File: src/rtl/ddr2_cmd_pkg.sv
// Shared command codes, init-sequence states and error-bit positions for the
// DDR2 command-bus responder.
package ddr2_cmd_pkg;

  localparam logic [3:0] NOP     = 4'd0;
  localparam logic [3:0] DESEL   = 4'd1;
  localparam logic [3:0] ACT     = 4'd2;
  localparam logic [3:0] RD      = 4'd3;
  localparam logic [3:0] WR      = 4'd4;
  localparam logic [3:0] PRE     = 4'd5;
  localparam logic [3:0] PREA    = 4'd6;
  localparam logic [3:0] REF     = 4'd7;
  localparam logic [3:0] MRS     = 4'd8;
  localparam logic [3:0] ILLEGAL = 4'd9;

  typedef enum logic [3:0] {
    W_PREA  = 4'd0,
    W_EMR2  = 4'd1,
    W_EMR3  = 4'd2,
    W_EMR1  = 4'd3,
    W_MRDLL = 4'd4,
    W_PREA2 = 4'd5,
    W_REF1  = 4'd6,
    W_REF2  = 4'd7,
    W_MR    = 4'd8,
    READY   = 4'd9
  } init_state_t;

  localparam int ERR_TRCD    = 0;
  localparam int ERR_TRP     = 1;
  localparam int ERR_TRFC    = 2;
  localparam int ERR_TMRD    = 3;
  localparam int ERR_STATE   = 4;
  localparam int ERR_INIT    = 5;
  localparam int ERR_ILLEGAL = 6;
  localparam int ERR_W       = 7;

  // cke low is folded into DESEL: power-down is not modelled.
  function automatic logic [3:0] decode_cmd(
    input logic cke_i,
    input logic cs_n_i,
    input logic ras_n_i,
    input logic cas_n_i,
    input logic we_n_i,
    input logic a10
  );
    logic [3:0] c;
    if (!cke_i || cs_n_i) begin
      c = DESEL;
    end else begin
      case ({ras_n_i, cas_n_i, we_n_i})
        3'b011:  c = ACT;
        3'b101:  c = RD;
        3'b100:  c = WR;
        3'b010:  c = a10 ? PREA : PRE;
        3'b001:  c = REF;
        3'b000:  c = MRS;
        3'b111:  c = NOP;
        default: c = ILLEGAL;
      endcase
    end
    return c;
  endfunction

endpackage

File: src/rtl/ddr2_bank_tracker.sv
// Per-bank open/row state with tRCD and tRP countdowns; flags bank-level
// protocol violations as single-cycle pulses for the top to accumulate.
module ddr2_bank_tracker
  import ddr2_cmd_pkg::*;
#(
  parameter int ADDR_BITS = 13,
  parameter int TRCD      = 3,
  parameter int TRP       = 3
) (
  input  logic                 ck,
  input  logic                 rst_n,
  input  logic [3:0]           cmd,
  input  logic                 hit,
  input  logic                 ap,
  input  logic [ADDR_BITS-1:0] addr,
  output logic                 open,
  output logic [ADDR_BITS-1:0] row,
  output logic                 err_trcd,
  output logic                 err_trp,
  output logic                 err_state
);

  localparam int RCD_W = $clog2(TRCD + 1);
  localparam int RP_W  = $clog2(TRP + 1);

  logic [RCD_W-1:0] trcd_cnt;
  logic [RP_W-1:0]  trp_cnt;
  logic             act;
  logic             rw;
  logic             pre;
  logic             ref_mrs;

  always_comb begin
    act     = hit && (cmd == ACT);
    rw      = hit && ((cmd == RD) || (cmd == WR));
    pre     = (hit && (cmd == PRE)) || (cmd == PREA);
    ref_mrs = (cmd == REF) || (cmd == MRS);
  end

  // A counter loaded with T-1 at edge n reaches zero exactly at edge n+T.
  assign err_trcd  = rw && (trcd_cnt != '0);
  assign err_trp   = act && (trp_cnt != '0);
  assign err_state = (act && open) || (rw && !open) || (ref_mrs && open);

  always_ff @(posedge ck or negedge rst_n) begin
    if (!rst_n) begin
      open     <= 1'b0;
      row      <= '0;
      trcd_cnt <= '0;
      trp_cnt  <= '0;
    end else begin
      if (act) begin
        open     <= 1'b1;
        row      <= addr;
        trcd_cnt <= RCD_W'(TRCD - 1);
      end else if (trcd_cnt != '0) begin
        trcd_cnt <= trcd_cnt - 1'b1;
      end
      if (pre || (rw && ap)) begin
        open    <= 1'b0;
        trp_cnt <= RP_W'(TRP - 1);
      end else if (trp_cnt != '0) begin
        trp_cnt <= trp_cnt - 1'b1;
      end
    end
  end

endmodule

File: src/rtl/ddr2_cmd_responder.sv
// DDR2 command-bus decoder and protocol checker: follows the init sequence,
// captures mode registers, tracks open rows and raises sticky timing/state errors.
module ddr2_cmd_responder
  import ddr2_cmd_pkg::*;
#(
  parameter int  BA_BITS   = 2,
  parameter int  ADDR_BITS = 13,
  parameter int  TRCD      = 3,
  parameter int  TRP       = 3,
  parameter int  TRFC      = 26,
  parameter int  TMRD      = 2,
  localparam int NUM_BANKS = 2 ** BA_BITS
) (
  input  logic                           ck,
  input  logic                           rst_n,
  input  logic                           cke,
  input  logic                           cs_n,
  input  logic                           ras_n,
  input  logic                           cas_n,
  input  logic                           we_n,
  input  logic [BA_BITS-1:0]             ba,
  input  logic [ADDR_BITS-1:0]           addr,
  input  logic                           err_clr,
  output logic [3:0]                     cmd,
  output logic                           cmd_vld,
  output logic                           init_done,
  output logic [ADDR_BITS-1:0]           mr0,
  output logic [ADDR_BITS-1:0]           emr1,
  output logic [ADDR_BITS-1:0]           emr2,
  output logic [ADDR_BITS-1:0]           emr3,
  output logic [NUM_BANKS-1:0]           bank_open,
  output logic [NUM_BANKS*ADDR_BITS-1:0] open_rows,
  output logic [ERR_W-1:0]               err
);

  localparam int RFC_W = $clog2(TRFC + 1);
  localparam int MRD_W = $clog2(TMRD + 1);

  logic [3:0]           dec;
  logic                 valid;
  logic [1:0]           mrs_sel;
  logic                 exp_ok;
  logic [ERR_W-1:0]     viol;
  logic [NUM_BANKS-1:0] trcd_e;
  logic [NUM_BANKS-1:0] trp_e;
  logic [NUM_BANKS-1:0] state_e;
  logic [RFC_W-1:0]     rfc_cnt;
  logic [MRD_W-1:0]     mrd_cnt;
  init_state_t          state;

  assign dec     = decode_cmd(cke, cs_n, ras_n, cas_n, we_n, addr[10]);
  assign valid   = (dec != NOP) && (dec != DESEL);
  assign mrs_sel = 2'(ba);

  always_comb begin
    exp_ok = 1'b0;
    case (state)
      W_PREA, W_PREA2: exp_ok = (dec == PREA);
      W_EMR2:          exp_ok = (dec == MRS) && (mrs_sel == 2'd2);
      W_EMR3:          exp_ok = (dec == MRS) && (mrs_sel == 2'd3);
      W_EMR1:          exp_ok = (dec == MRS) && (mrs_sel == 2'd1);
      W_MRDLL:         exp_ok = (dec == MRS) && (mrs_sel == 2'd0) && addr[8];
      W_REF1, W_REF2:  exp_ok = (dec == REF);
      W_MR:            exp_ok = (dec == MRS) && (mrs_sel == 2'd0);
      default:         exp_ok = 1'b0;
    endcase
  end

  always_comb begin
    viol              = '0;
    viol[ERR_TRCD]    = |trcd_e;
    viol[ERR_TRP]     = |trp_e;
    viol[ERR_TRFC]    = valid && (rfc_cnt != '0);
    viol[ERR_TMRD]    = valid && (mrd_cnt != '0);
    viol[ERR_STATE]   = |state_e;
    viol[ERR_INIT]    = valid && (state != READY) && !exp_ok;
    viol[ERR_ILLEGAL] = (dec == ILLEGAL);
  end

  // Any out-of-order command restarts the sequence from the first PREA.
  always_ff @(posedge ck or negedge rst_n) begin
    if (!rst_n) begin
      state     <= W_PREA;
      init_done <= 1'b0;
    end else if (valid && (state != READY)) begin
      if (exp_ok) begin
        state     <= init_state_t'(state + 4'd1);
        init_done <= (state == W_MR);
      end else begin
        state <= W_PREA;
      end
    end
  end

  always_ff @(posedge ck or negedge rst_n) begin
    if (!rst_n) begin
      rfc_cnt <= '0;
      mrd_cnt <= '0;
    end else begin
      if (dec == REF) begin
        rfc_cnt <= RFC_W'(TRFC - 1);
      end else if (rfc_cnt != '0) begin
        rfc_cnt <= rfc_cnt - 1'b1;
      end
      if (dec == MRS) begin
        mrd_cnt <= MRD_W'(TMRD - 1);
      end else if (mrd_cnt != '0) begin
        mrd_cnt <= mrd_cnt - 1'b1;
      end
    end
  end

  // A violation seen on the clear edge survives the clear.
  always_ff @(posedge ck or negedge rst_n) begin
    if (!rst_n) begin
      cmd     <= NOP;
      cmd_vld <= 1'b0;
      mr0     <= '0;
      emr1    <= '0;
      emr2    <= '0;
      emr3    <= '0;
      err     <= '0;
    end else begin
      cmd     <= dec;
      cmd_vld <= valid;
      err     <= (err_clr ? '0 : err) | viol;
      if (dec == MRS) begin
        case (mrs_sel)
          2'd0:    mr0  <= addr;
          2'd1:    emr1 <= addr;
          2'd2:    emr2 <= addr;
          default: emr3 <= addr;
        endcase
      end
    end
  end

  for (genvar i = 0; i < NUM_BANKS; i++) begin : g_bank
    ddr2_bank_tracker #(
      .ADDR_BITS(ADDR_BITS),
      .TRCD     (TRCD),
      .TRP      (TRP)
    ) u_bank (
      .ck       (ck),
      .rst_n    (rst_n),
      .cmd      (dec),
      .hit      (ba == BA_BITS'(i)),
      .ap       (addr[10]),
      .addr     (addr),
      .open     (bank_open[i]),
      .row      (open_rows[i*ADDR_BITS +: ADDR_BITS]),
      .err_trcd (trcd_e[i]),
      .err_trp  (trp_e[i]),
      .err_state(state_e[i])
    );
  end

endmodule

File: config.mk
export PLATFORM = sky130hd
export DESIGN_NAME = ddr2_cmd_responder
export DESIGN_NICKNAME = d
export VERILOG_FILES = /design/src/rtl/ddr2_cmd_pkg.sv /design/src/rtl/ddr2_bank_tracker.sv /design/src/rtl/ddr2_cmd_responder.sv
export SDC_FILE = /design/constraint.sdc
export NUM_CORES = 1
export LEC_CHECK = 0
export CAP_MARGIN = 10
export CORE_ASPECT_RATIO = 0.75
export CORE_MARGIN = 1.5
export CORE_UTILIZATION = 41
export DETAILED_ROUTE_END_ITERATION = 12
export GPL_TIMING_DRIVEN = 0
export PLACE_DENSITY = 0.7
export SLEW_MARGIN = 20
export SYNTH_ARGS = -nofsm -noshare
export SYNTH_HDL_FRONTEND = slang
export SYNTH_SLANG_ARGS = --single-unit
File: constraint.sdc
create_clock -name ck -period 1.9 [get_ports ck]
set_input_delay 0.19 -clock ck [delete_from_list [all_inputs] [get_ports ck]]
set_output_delay 0.19 -clock ck [all_outputs]
set_load 0.01 [all_outputs]
Yosys cells after proc, flatten, opt, wreduce, memory -nomap -nowiden. Cells that the tools add are included.

Add/sub/neg operators: 11. Eq/ne operators: 27. Mux-type cells: 34. Bitwise logic cells: 2. Reductions and logical operators: 110.

Operator list (number): 1-bit logical AND (46); 2-bit nonzero test (23); 2-bit two-way mux (19); 4-bit by 3-bit == test with 1-bit output (second input constant) (8); 4-bit one-hot mux with 7 select lines (1); 1-bit logical OR (19); 2-bit by 1-bit subtractor with 2-bit output (second input constant) (9); 4-bit by 2-bit == test with 1-bit output (second input constant) (4); 4-bit == test (second input constant) (3); 4-bit OR reduction (3); 5-bit two-way mux (2); 2-bit AND reduction (5); 3-bit == test (second input constant) (3); 1-bit two-way mux (8); 4-bit two-way mux (2); 7-bit two-way mux (1); 7-bit bitwise OR (1); 1-bit one-hot mux with 7 select lines (1); 3-bit by 2-bit == test with 1-bit output (second input constant) (2); 1-bit logical NOT (6); 5-bit nonzero test (1); 5-bit by 1-bit subtractor with 5-bit output (second input constant) (1); 4-bit by 1-bit adder with 4-bit output (second input constant) (1); 2-bit == test (second input constant) (2); 12 further kinds (13).

Register bits: 148. Output and inout port bits: 121. Word-level logic and storage cells: 211.

Logic depth before layout (Yosys ltp).
Depth after elaboration: 11. Mapped depth: 8. Depth with buffers taken out: 7.

Modules after synthesis. Synthesis repeated with hierarchy kept, for this count alone.

Cell total of the unflattened synthesis: 535. Area, all modules: 6980.4 µm².

By module, submodules not included: ddr2_bank_tracker (times used 4, cells each 73, area an instance 933.4 µm², sequential area each 450.4 µm²); ddr2_cmd_responder (times used 1, cells each 243, area an instance 3246.9 µm², sequential area each 1901.8 µm²).

Least setup slack after synthesis. OpenSTA, ideal clock, no wires.

Path type: reg-to-reg. Start: register state[0]. End: register err[5]. Setup time: 0.121 ns. Arrival: 1.696 ns. Required time: 1.779 ns. Path slack: 0.083 ns. Cell stages (with the launch flop): 7. Clock period less this slack: 1.817 ns. Cell sequence: dfrtp_1 -> ha_1 -> nor4b_1 -> o21ai_0 -> a2111oi_4 -> nor2_1 -> a22o_1.

Longest elaborated chain between the ends: 6. Elaborated cells between the ends (all ways): 17.

Ends and longest elaborated chain: start: declaration (RTL line ddr2_cmd_responder.sv:49) `init_state_t state;`; start signal: assignment (RTL line ddr2_cmd_responder.sv:87) `state <= init_state_t'(state + 4'd1);`; 4-bit by 3-bit == test with 1-bit output or 4-bit logical NOT (tied branches) (RTL line ddr2_cmd_responder.sv:57) `case (state)`; 2-bit OR reduction (RTL line ddr2_cmd_responder.sv:57); 1-bit one-hot mux with 7 select lines (RTL line ddr2_cmd_responder.sv:57); 1-bit logical NOT (RTL line ddr2_cmd_responder.sv:76) `viol[ERR_INIT] = valid && (state != READY) && !exp_ok;`; 1-bit logical AND (*) (RTL line ddr2_cmd_responder.sv:76); 7-bit bitwise OR (*) (RTL line ddr2_cmd_responder.sv:126) `err <= (err_clr ? '0 : err) | viol;`; end signal: assignment (RTL line ddr2_cmd_responder.sv:126); end: declaration (RTL line ddr2_cmd_responder.sv:33) `output logic [ERR_W-1:0] err`.

Every way passes the cells marked *; elsewhere a longest branch is shown, timed or not. A chain may end at the register's enable or synchronous reset.

Worst setup path in the final report.
Start: register state[1]. End: register state[3].

Longest elaborated chain between the ends: 4. Elaborated cells between the ends (all ways): 16.

Ends and longest elaborated chain: 4-bit by 3-bit == test with 1-bit output or 4-bit logical NOT (tied branches) (RTL line ddr2_cmd_responder.sv:57); 2-bit OR reduction (RTL line ddr2_cmd_responder.sv:57); 1-bit one-hot mux with 7 select lines (RTL line ddr2_cmd_responder.sv:57); 4-bit two-way mux (RTL line ddr2_cmd_responder.sv:86) `if (exp_ok) begin`.

Parallel ways exist; a longest one is shown, timed or not.

==> summary.md <==
| Metric | Value |
|---|---|
| Outcome | `finished, final reports clean` |
| Clock latency on the worst-skew pair | `0.42 ns` |
| Peak VDD IR | `0.716 mV` |
| Starting Density | `42.4%` |
| Synth-to-Final Area Change | `37.8%` |
| Final Instance Area | `9010 µm²` |
| Gr ovfl total | `0` |
| Finished Layout Cells | `873` |
| Post-Route Skew | `0.00603 ns` |
| Ys Warns | `0` |
| CP Class | `register to register` |
| Pre-CTS setup slack | `-0.782 ns` |
| Register-to-register setup slack | `0.04 ns` |
| Final period util | `98.0%` |
| Crit path capture type | `register` |
| Worst EP required | `2.23 ns` |
| CTS Buffer Depth | `2` |
| Drt pass-1 iters | `4` |
| Final setup TNS | `0 ns` |
| Placed cell area | `8250 µm²` |
| Vias in the first global route | `4,809` |
| Die width | `149 µm` |
| Post-synth EDFFs | `0` |
| Main flop type after synthesis | `dfrtp_1` |
| Worst R2R Start | `state[1]$_DFFE_PN0P_` |
| Sequential fraction of the synthesis area | `56.6%` |
| Post-synth top area cell | `dfrtp_1` |
| CTS tree | `yes` |
| Crit path launch | `state[1]$_DFFE_PN0P_` |
| Gate Count Post-Synth | `482` |
| CP arrival | `2.20 ns` |
| Slew Limit Headroom | `59.9%` |
| Max Cap Viol | `0` |
| Drt wl/cell | `18.9 µm` |
| RSZ-0062 raised after global routing | `yes` |
| Remaining DRCs | `0` |
| Hold Crit Class | `primary input to register` |
| Worst-Margin Slew | `0.600 ns` |
| Largest net degree at the start of global routing | `84` |
| Post-synth ARST share | `100%` |
| Layout cells sized above 1 | `28.3%` |
| Avg Vias per Cell | `5.13` |
| Antenna violations before repair | `0` |
| Total Power | `9.94 mW` |
| Netlist cell types | `58` |
| Drt total wl | `16,500 µm` |
| Root Driver | `clkbuf_16` |
| Final Core Density | `58.5%` |
| CTS buffer count | `17` |
| Post-DRT Antenna Nets | `0` |
| Syn avg cell area | `13.6 µm²` |
| Post-Syn Area | `6540 µm²` |
| Vias | `4,481` |
| N_diodes | `0` |
| Max Slew Vio Count | `0` |
| CORE AREA | `15,400 µm²` |
| Largest cells by area after synthesis | `dfrtp_1, mux2_2, ha_1` |
| Final net count | `693` |
| Most frequent cells in the layout | `dfrtp_1, clkdlybuf4s50_1, mux2_2` |
| Clk slew on worst S/H paths | `0.06 ns` |
| Max H-tree Level | `4` |
| Cells after DPL | `830` |
| CP Capture Point | `state[3]$_DFFE_PN0P_` |
| Synthesis-stage register bit count | `148` |
| CTS Sinks | `148` |
| Worst reg2reg path depth | `6` |
| Post-synth top area share | `56.6%` |
| Setup crit start kind | `register` |
| Leak | `4.09 nW` |
| I/O Buffers | `142` |
| Height of the die | `112 µm` |
| Fmax | `537 MHz` |
| Row count | `39` |
| Dpl hpwl | `11,400 µm` |
| Global-route wire length before repair | `26,700 µm` |
| Fin. Hold Viols | `0` |
| Reg-to-Reg End | `state[3]$_DFFE_PN0P_` |
| Post-Syn Nets | `520` |
| Final min period | `1.86 ns` |
| Worst Hold Slack | `0.114 ns` |
| Setup ws final | `0.0385 ns` |
| # setup viols final | `0` |
| DR iter-0 viols | `236` |
| Tot GR Track Use | `21.1%` |
| Commonest non-fill, non-tap cell in the layout | `dfrtp_1` |
| Die ar. | `16,700 µm²` |
| I/O pin total | `144` |
| Pwr dens | `1100 nW/µm²` |
| Crit-path max FO | `4` |
| Routability Congestion | `0.820` |
## cells in the mapped netlist, drive strengths merged (3+ instances only)
library cell / number
clkbuf: 5
dfrtp: 148
ha: 15
nor3: 7
and2: 3
mux2: 106
nand3b: 4
nand2: 22
nor2b: 9
xor2: 9
a211o: 3
o21a: 6
a21oi: 11
xnor2: 3
o2bb2ai: 5
o21ai: 10
buf: 17
nand3: 5
nor2: 23
o31ai: 4
o211ai: 5
nor4b: 3
nand2b: 6
inv: 28
## logic make-up after synthesis
kind of cell               after synthesis  synth area share [%]
and+or+nand+nor                         91                  8.47
adders and majority gates               15                  2.87
muxes                                  110                  19.6
DFF                                    148                  56.6
buffers and inverters                   50                  4.13
xor gates and xnor gates                12                  1.61
AOI/OAI and AO/OA                       56                  6.67
## worst max-delay path: stages (launching register included)
cell and delay (ns):
dfrtp_2 0.46, ha_4 0.21, nor4b_4 0.27, o21ai_2 0.10
a2111oi_4 0.39, o21ai_4 0.12, o31ai_2 0.22
## state kept, by name, summed over array words and instances, names as in the netlist
register and cells:
cmd 4, cmd_vld 1, emr1 13, emr2 13, emr3 13, err 7
g_bank.u_bank.open 4, g_bank.u_bank.row 52, g_bank.u_bank.trcd_cnt 8, g_bank.u_bank.trp_cnt 8, init_done 1, mr0 13
mrd_cnt 2, rfc_cnt 5, state 4
## worst min-delay path by stage
stage	cells after the start	start	to	slack, ns
4_1_cts	4	ras_n	cmd[1]$_DFF_PN0_	0.08
3_5_place_dp	1	rst_n	cmd[1]$_DFF_PN0_	0.17
2_1_floorplan	0	rst_n	cmd[0]$_DFF_PN0_	-0.11
5_1_grt	3	ras_n	err[6]$_DFF_PN0_	0.11
3_3_place_gp	1	g_bank[3].u_bank.row[7]$_DFFE_PN0P_	g_bank[3].u_bank.row[7]$_DFFE_PN0P_	0.47
6_report	4	ras_n	cmd[1]$_DFF_PN0_	0.11
## where the power goes
group | total, mW | switching, mW | internal (mW) | leakage [nW]
Clock | 3.19 | 1.35 | 1.84 | 0.262
Sequential | 4.14 | 0.375 | 3.77 | 1.93
Combinational | 2.60 | 1.17 | 1.43 | 1.90
## metal layers
layer | track usage, % | routed length [µm] | vias up
li1 | - | - | 2040
met1 | 29.2 | 7450 | 2272
met2 | 30.5 | 7320 | 139
met3 | 7.60 | 1400 | 30
met4 | 7.72 | 318 | 0
met5 | 0 | 0 | -
## final cells by class
cell class,instances,area [µm²]
plain buffers,21,169
fillers,1282,6410
repair buffers,155,1550
flip-flops and latches,148,3710
clock buffers,18,439
inverters,28,105
multi-input cells,284,2660
clock inverters,14,129
well taps,205,256
## repair_timing
item                                    CTS  global route
endpoints found under the setup margin   81            43
resized for setup                        18             9
gates cloned                              0             0
buffers inserted                          9             2
pin swaps                                 7             4
hold buffers                              1             0
hold endpoints to repair                 65             0
(Power assumes the default switching activity.)
